File: src/rtl/hazard_stall_ctrl.sv
// Hazard controller for the 5-stage MIPS32 pipeline: load-use stalls, branch flushes, memory-busy freeze.
// Optional statistics counters are built only when HAZARD_STATS_EN is defined.
module hazard_stall_ctrl #(
    parameter int LOAD_STALL_CYCLES = 1,
    parameter int FLUSH_CYCLES      = 1,
    parameter int CNT_W             = 16
) (
    input  logic             clk,
    input  logic             rst_n,
    input  logic [4:0]       id_rs,
    input  logic [4:0]       id_rt,
    input  logic             id_uses_rt,
    input  logic             ex_mem_read,
    input  logic [4:0]       ex_rt,
    input  logic             mem_branch_taken,
    input  logic             mem_busy,
    output logic             pc_write,
    output logic             if_id_write,
    output logic             if_id_flush,
    output logic             id_ex_write,
    output logic             id_ex_bubble,
    output logic             ex_mem_flush,
    output logic [1:0]       state_o,
    output logic [CNT_W-1:0] stall_count,
    output logic [CNT_W-1:0] flush_count
);

    typedef enum logic [1:0] {
        RUN        = 2'd0,
        LOAD_STALL = 2'd1,
        FLUSH      = 2'd2,
        MEM_WAIT   = 2'd3
    } state_t;

    localparam logic [1:0] LS_INIT = (LOAD_STALL_CYCLES > 1) ? 2'(LOAD_STALL_CYCLES - 2) : 2'd0;
    localparam logic [1:0] FL_INIT = (FLUSH_CYCLES > 1) ? 2'(FLUSH_CYCLES - 2) : 2'd0;

    state_t     state_q, state_d;
    state_t     ret_q, ret_d;
    state_t     eff_state;
    logic [1:0] cnt_q, cnt_d;
    logic       hz;
    logic       in_wait;

    assign hz = ex_mem_read && (ex_rt != 5'd0) &&
                ((ex_rt == id_rs) || (id_uses_rt && (ex_rt == id_rt)));

    assign in_wait   = (state_q == MEM_WAIT);
    // Leaving MEM_WAIT replays the interrupted state's behaviour for one cycle.
    assign eff_state = in_wait ? ret_q : state_q;

    always_ff @(posedge clk or negedge rst_n) begin
        if (!rst_n) begin
            state_q <= RUN;
            ret_q   <= RUN;
            cnt_q   <= 2'd0;
        end else begin
            state_q <= state_d;
            ret_q   <= ret_d;
            cnt_q   <= cnt_d;
        end
    end

    always_comb begin
        state_d      = state_q;
        ret_d        = ret_q;
        cnt_d        = cnt_q;
        pc_write     = 1'b0;
        if_id_write  = 1'b0;
        if_id_flush  = 1'b0;
        id_ex_write  = 1'b0;
        id_ex_bubble = 1'b0;
        ex_mem_flush = 1'b0;

        if (mem_busy) begin
            state_d = MEM_WAIT;
            if (!in_wait) begin
                ret_d = state_q;
            end
        end else if (mem_branch_taken) begin
            pc_write     = 1'b1;
            if_id_flush  = 1'b1;
            id_ex_bubble = 1'b1;
            id_ex_write  = 1'b1;
            ex_mem_flush = 1'b1;
            state_d      = (FLUSH_CYCLES > 1) ? FLUSH : RUN;
            cnt_d        = FL_INIT;
        end else begin
            case (eff_state)
                FLUSH: begin
                    pc_write     = 1'b1;
                    if_id_write  = 1'b1;
                    if_id_flush  = 1'b1;
                    id_ex_bubble = 1'b1;
                    id_ex_write  = 1'b1;
                    if (cnt_q == 2'd0) begin
                        state_d = RUN;
                    end else begin
                        cnt_d = cnt_q - 2'd1;
                    end
                end
                LOAD_STALL: begin
                    id_ex_write  = 1'b1;
                    id_ex_bubble = 1'b1;
                    if (cnt_q == 2'd0) begin
                        state_d = RUN;
                    end else begin
                        cnt_d = cnt_q - 2'd1;
                    end
                end
                default: begin
                    if (hz) begin
                        id_ex_write  = 1'b1;
                        id_ex_bubble = 1'b1;
                        if (LOAD_STALL_CYCLES > 1) begin
                            state_d = LOAD_STALL;
                            cnt_d   = LS_INIT;
                        end
                    end else begin
                        pc_write    = 1'b1;
                        if_id_write = 1'b1;
                        id_ex_write = 1'b1;
                    end
                end
            endcase
            // The replay cycle resumes the saved state without consuming its count.
            if (in_wait) begin
                state_d = ret_q;
                cnt_d   = cnt_q;
            end
        end

        if (!rst_n) begin
            pc_write     = 1'b0;
            if_id_write  = 1'b0;
            id_ex_write  = 1'b0;
            id_ex_bubble = 1'b1;
            if_id_flush  = 1'b1;
            ex_mem_flush = 1'b0;
        end
    end

    assign state_o = state_q;

`ifdef HAZARD_STATS_EN
    logic [CNT_W-1:0] stall_cnt_q;
    logic [CNT_W-1:0] flush_cnt_q;
    logic             load_use_bub;

    // A bubble without an IF/ID flush can only come from a load-use stall.
    assign load_use_bub = id_ex_bubble && !if_id_flush;

    always_ff @(posedge clk or negedge rst_n) begin
        if (!rst_n) begin
            stall_cnt_q <= '0;
            flush_cnt_q <= '0;
        end else if (!in_wait) begin
            if (load_use_bub && !(&stall_cnt_q)) begin
                stall_cnt_q <= stall_cnt_q + 1'b1;
            end
            if (if_id_flush && !(&flush_cnt_q)) begin
                flush_cnt_q <= flush_cnt_q + 1'b1;
            end
        end
    end

    assign stall_count = stall_cnt_q;
    assign flush_count = flush_cnt_q;
`else
    assign stall_count = '0;
    assign flush_count = '0;
`endif

endmodule
File: config.mk
export PLATFORM = sky130hd
export DESIGN_NAME = hazard_stall_ctrl
export DESIGN_NICKNAME = d
export VERILOG_FILES = /design/src/rtl/hazard_stall_ctrl.sv
export SDC_FILE = /design/constraint.sdc
export NUM_CORES = 1
export LEC_CHECK = 0
export CORE_MARGIN = 8
export CORE_UTILIZATION = 31
export DETAILED_ROUTE_END_ITERATION = 8
export PLACE_DENSITY = 0.77
export SYNTH_ARGS = -nofsm -noshare
export SYNTH_HDL_FRONTEND = slang
export SYNTH_SLANG_ARGS = --single-unit
File: constraint.sdc
create_clock -name clk -period 4.3 [get_ports clk]
set_input_delay 0.43 -clock clk [delete_from_list [all_inputs] [get_ports clk]]
set_output_delay 0.43 -clock clk [all_outputs]
set_load 0.02 [all_outputs]
==> impl_metrics.py, run 1 <==
metrics = {
    "synth": {
        "async_flop_share_pct": 100,
        "yosysTopAreaCell": "buf_4",
        "yosysUniqueCellTypes": 25,
        "ys_warn_count": 0,
        "synth_top_area_share_pct": 31.6,
        "synth_area_um2": 761,
        "avgSynthCellArea_um2": 7.61,
        "seq_area_frac_synth_pct": 19.7,
        "postSynthCellCount": 100,
        "ys_ff_latch": 6,
        "synthTopCellsByArea": "buf_4 (32%), dfrtp_1 (20%), xnor2_1 (12%), a21oi_1 (4.6%), o21ai_0 (4.6%)",
        "synth_flop_cell": "dfrtp_1",
        "synth_edf_count": 0,
    },
    "worst_setup_path": {
        "start_kind": "primary input",
        "required_ns": 3.87,
        "crit_type": "primary input to primary output",
        "crit_start": "ex_rt[1]",
        "reg2reg_from": "state_o[1]$_DFFE_PN0P_",
        "end_kind": "primary output",
        "worstReg2RegEnd": "cnt_q[1]$_DFFE_PN0P_",
        "cp_max_fo": 3,
        "arrival_ns": 2.47,
        "reg2reg_depth": 7,
        "critPathCapture": "pc_write",
        "r2r_slack_ns": 2.22,
    },
    "place": {
        "placed_area_um2": 950,
        "finalWeightedCongestion": 0.828,
        "port_buffers": 28,
        "place_ws_ns": 1.38,
        "hpwlAfterDp_um": 1720,
    },
    "clock_tree": {
        "postCtsHoldBufs": 0,
        "cts_tree": "done",
        "cts_setup_buffers": 0,
        "path_clk_slew_ns": 0.06,
        "insertion_delay_ns": 0.26,
        "clock-sinks": 6,
        "cts.path.max_buffers": 2,
        "root_buffer": "clkbuf_4",
        "tritoncts.num_buffers": 3,
        "cts_resized": 0,
        "htree_levels": 1,
    },
    "routing": {
        "drc": 0,
        "viasPerCell": 4.34,
        "firstDrtPassIters": 6,
        "detail-route-antenna-nets": 0,
        "vias": 690,
        "drt_iter0_drc": 18,
        "detail_route.wl_per_cell_um": 12.3,
        "drt-total-wl_um": 1950,
    },
    "sta": {
        "layout_setup_ws_ns": 1.40,
        "hold_viol": 0,
        "fmaxAchievable_ghz": 0.344,
        "totalNegativeSetupSlack_ns": 0,
        "period_share_pct": 67.5,
        "maxSlewViolCount": 0,
        "min_period_ns": 2.90,
        "rsz0062_at_grt": "no",
        "fin_skew_ns": 0.0157,
        "setup_violations": 0,
    },
    "job": {
        "cap_viol_max_count": 0,
    },
    "floorplanning": {
        "start_util_pct": 31.6,
        "die_y_um": 65.5,
        "dieArea_um2": 4290,
        "num_rows": 18,
        "core-area_um2": 2410,
        "ios": 61,
        "die_x_um": 65.5,
    },
    "global_route": {
        "met3_usage_pct": 2.21,
        "grt_pass1_vias": 724,
        "antenna_found_initial": 0,
        "globalRouteOverflowTotal": 0,
        "grt_pass1_wl_um": 3050,
        "grt_util_met1_pct": 8.71,
        "track_usage_pct": 8.85,
        "grt_busiest_layer": "met2",
        "gr-usage-met2_pct": 16.6,
        "grt_max_degree": 11,
    },
    "cells_and_area": {
        "final_area_um2": 972,
        "drive_gt1_share_pct": 3.88,
        "fin_nets": 154,
        "syn_to_final_growth_pct": 27.8,
        "num_antenna_cells": 0,
    },
    "power": {
        "cellLeakagePower_nw": 0.439,
        "vdd_drop_max_mv": 0.144,
        "pwr_density_cell_nw_per_um2": 304,
    },
    "worst_hold_path": {
        "hold_class": "primary input to async pin",
    },
    "outcome": {
        "status": "complete, no violations",
    },
}
-- cell usage after synthesis (2+ instances only) --
cell type and n:
xnor2_1 10, ha_1 2, o22ai_1 3, a21oi_1 7, nor2_1 5, o31ai_1 2
buf_4 32, inv_1 7, o21ai_0 7, dfrtp_1 6, nand2_1 5
-- power breakdown --
part	switching, mW	internal (mW)	leakage [nW]
registers	0.0115	0.0709	0.0733
clock network	0.0245	0.0319	0.0138
logic	0.0917	0.0647	0.352
total	0.128	0.167	0.439
-- cell families (layout without fill, tap and decap cells) --
family,Yosys count,count (layout),share of synthesized area (%)
adder cells (fa/ha/maj),2,2,3.29
flip-flops,6,6,19.7
XOR/XNOR,10,10,11.5
other,1,32,0.493
AND/OR/NAND/NOR,18,18,11.4
buffers and inverters,40,38,35.7
AO/OA/AOI/OAI,23,23,17.9
-- layout make-up --
cell class | instances | area [µm²]
Clock buffer | 3 | 22.5
Tap cell | 30 | 37.5
Inverter | 7 | 26.3
Fill cell | 250 | 1440
Sequential cell | 6 | 150
Multi-Input combinational cell | 85 | 455
Timing Repair Buffer | 28 | 280
-- worst min path at each step --
stage / from / to / cells after the start
after floorplan: rst_n / cnt_q[0]$_DFFE_PN0P_ / 0
after global placement: ret_q[0]$_DFFE_PN0P_ / ret_q[0]$_DFFE_PN0P_ / 2
after detailed placement: ret_q[0]$_DFFE_PN0P_ / ret_q[0]$_DFFE_PN0P_ / 2
after CTS: rst_n / cnt_q[0]$_DFFE_PN0P_ / 1
after global routing: rst_n / cnt_q[0]$_DFFE_PN0P_ / 1
final: rst_n / cnt_q[0]$_DFFE_PN0P_ / 1
-- layout by cell type (no fill, tap or decap), types with 3 or more instances in the layout --
master,count
conb_1,32
clkdlybuf4s50_1,28
xnor2_1,10
inv_1,7
a21oi_1,7
o21ai_0,7
dfrtp_1,6
nand2_1,5
nor2_1,5
o22ai_1,3
clkbuf_4,3
-- through the flow --
| stage | std cells | util, % | hold slack, ns | power, mW |
|---|---|---|---|---|
| global route | 159 | 40.3 | 0.478 | 0.319 |
| CTS | 159 | 40.3 | 0.464 | 0.293 |
| finish | 159 | 40.3 | 0.450 | 0.295 |
| floorplan | 131 | - | 0.134 | 0.205 |
| detailed placement | 156 | 39.4 | 0.471 | 0.237 |
| global placement | 156 | 39.4 | 0.467 | 0.228 |
-- worst max-delay path: stages --
cell and delay [ns]:
clkdlybuf4s50_1 0.46, or4_1 0.56, o21ai_2 0.17, nor3_1 0.07, a21oi_1 0.15, clkdlybuf4s50_1 0.63
-- layer usage --
metal  routed length, µm  vias up
met1                 679      314
met5                   0        -
met3                 182        6
met4                  32        0
li1                    -      328
met2                1060       42
-- registers in the layout (all words and copies together) (netlist names) --
register / flops
cnt_q: 2
state_o: 2
ret_q: 2
No activity file was read; power rests on OpenSTA's default activity.
==> inputs of run 2 (changes only) <==
- CORE_ASPECT_RATIO: unset -> 2
- CORE_UTILIZATION: 31 -> 29
- PLACE_DENSITY: 0.77 -> 0.75
- clock period: 4.3 -> 2.4 ns (I/O delays scaled with it)
==> impl_metrics.py, run 2 (synthesis gave the netlist of run 1 again) <==
metrics = {
    "worst_setup_path": {
        "r2r_slack_ns": 0.47,
        "reg2reg_depth": 6,
        "arrival_ns": 2.05,
        "worstReg2RegEnd": "cnt_q[0]$_DFFE_PN0P_",
        "reg2reg_from": "state_o[0]$_DFFE_PN0P_",
        "crit_type": "flop to primary output",
        "end_kind": "primary output",
        "cp_max_fo": 8,
        "required_ns": 2.16,
        "start_kind": "flop",
    },
    "routing": {
        "viasPerCell": 4.26,
        "drt_iter0_drc": 16,
        "drt-total-wl_um": 2130,
        "vias": 698,
        "detail_route.wl_per_cell_um": 13.0,
        "firstDrtPassIters": 4,
        "drc": 0,
        "detail-route-antenna-nets": 0,
    },
    "sta": {
        "fmaxAchievable_ghz": 0.438,
        "hold_viol": 0,
        "rsz0062_at_grt": "no",
        "layout_setup_ws_ns": 0.114,
        "totalNegativeSetupSlack_ns": 0,
        "hold_ws_ns": 0.342,
        "setup_violations": 0,
        "min_period_ns": 2.29,
        "fin_skew_ns": 0.000714,
        "period_share_pct": 95.2,
        "maxSlewViolCount": 0,
    },
    "outcome": {
        "status": "complete, no violations",
    },
    "clock_tree": {
        "postCtsHoldBufs": 0,
        "cts_setup_buffers": 0,
        "insertion_delay_ns": 0.23,
        "root_buffer": "clkbuf_8",
        "cts_tree": "done",
        "cts.path.max_buffers": 2,
        "clock-sinks": 6,
        "path_clk_slew_ns": 0.04,
        "htree_levels": 1,
        "tritoncts.num_buffers": 3,
    },
    "floorplanning": {
        "core-area_um2": 2540,
        "start_util_pct": 30.0,
        "die_y_um": 88.4,
        "num_rows": 26,
        "die_x_um": 52.2,
        "ios": 61,
        "dieArea_um2": 4620,
    },
    "job": {
        "cap_viol_max_count": 0,
    },
    "place": {
        "dpl.cell_count": 161,
        "hpwlAfterDp_um": 1910,
        "port_buffers": 28,
        "place_ws_ns": -0.0579,
        "finalWeightedCongestion": 0.803,
    },
    "power": {
        "cellLeakagePower_nw": 0.488,
        "pwr_density_cell_nw_per_um2": 563,
        "vdd_drop_max_mv": 0.252,
    },
    "global_route": {
        "track_usage_pct": 9.89,
        "antenna_found_initial": 0,
        "grt_pass1_wl_um": 3370,
        "grt_max_degree": 11,
        "globalRouteOverflowTotal": 0,
        "grt_pass1_vias": 793,
    },
    "cells_and_area": {
        "utilization_pct": 40.9,
        "fin_nets": 161,
        "num_antenna_cells": 0,
        "final_cell_mix": "conb_1 (32), clkdlybuf4s50_1 (25), xnor2_1 (10)",
        "syn_to_final_growth_pct": 36.5,
        "layout_commonest_cell": "conb_1",
        "drive_gt1_share_pct": 9.56,
        "final_cells": 164,
    },
    "worst_hold_path": {
        "hold_class": "primary input to async pin",
    },
}
==> run 2: changes by cell type in the layout (fill, tap and decap cells not counted), moves of 3 or more <==
cell and delta:
clkdlybuf4s50_1 -3, dlygate4sd2_1 +3, clkbuf_4 -3, buf_4 +7
clkbuf_8 +3
==> run 2: how the worst max path moves through the flow <==
stage          slack [ns]              endpoint                    from
6_report             0.11           if_id_flush  state_o[0]$_DFFE_PN0P_
5_1_grt             0.002          id_ex_bubble  state_o[0]$_DFFE_PN0P_
4_1_cts              0.07           if_id_flush  state_o[0]$_DFFE_PN0P_
3_5_place_dp        -0.06           if_id_write                ex_rt[2]
3_3_place_gp        -0.04              pc_write                ex_rt[2]
2_1_floorplan        0.47  cnt_q[0]$_DFFE_PN0P_  state_o[1]$_DFFE_PN0P_
==> run 2: routing by layer <==
metal | up-vias | global-route usage [%] | routed length [µm]
met3 | 6 | 5.39 | 321
met1 | 296 | 7.23 | 624
met2 | 56 | 17.4 | 1100
li1 | 340 | - | -
met4 | 0 | 8.53 | 78
met5 | - | 0 | 0
==> run 2: area by class of cell <==
| type | count | area, µm² |
|---|---|---|
| Sequential cell | 6 | 151 |
| Inverter | 7 | 26.3 |
| Timing Repair Buffer | 35 | 329 |
| Fill cell | 275 | 1500 |
| Clock buffer | 3 | 41.3 |
| Tap cell | 28 | 35.0 |
| Multi-Input combinational cell | 85 | 455 |
==> run 2: timing repair <==
item,4_1_cts,5_1_grt
pin swaps,0,0
resized for setup,3,2
endpoints found under the setup margin,3,2
cloned,0,0
==> run 2: critical path, cell delays in order (launching register included) <==
cell	delay, ns
dfrtp_2	0.44
a21oi_1	0.24
ha_1	0.26
nor2_1	0.06
o21ai_0	0.18
clkdlybuf4s50_1	0.64
==> run 2: per-stage QoR <==
stage / instance area (µm²) / total power, mW
2_1_floorplan: 877 / 0.368
6_report: 1040 / 0.585
5_1_grt: 1040 / 0.631
4_1_cts: 1040 / 0.588
3_5_place_dp: 1000 / 0.433
3_3_place_gp: 1000 / 0.419
==> run 2: power breakdown <==
| group | internal (mW) | total (mW) | leakage [nW] | switching [mW] |
|---|---|---|---|---|
| Combinational | 0.121 | 0.286 | 0.394 | 0.165 |
| Sequential | 0.128 | 0.144 | 0.0725 | 0.0164 |
| Clock | 0.108 | 0.154 | 0.0216 | 0.0463 |
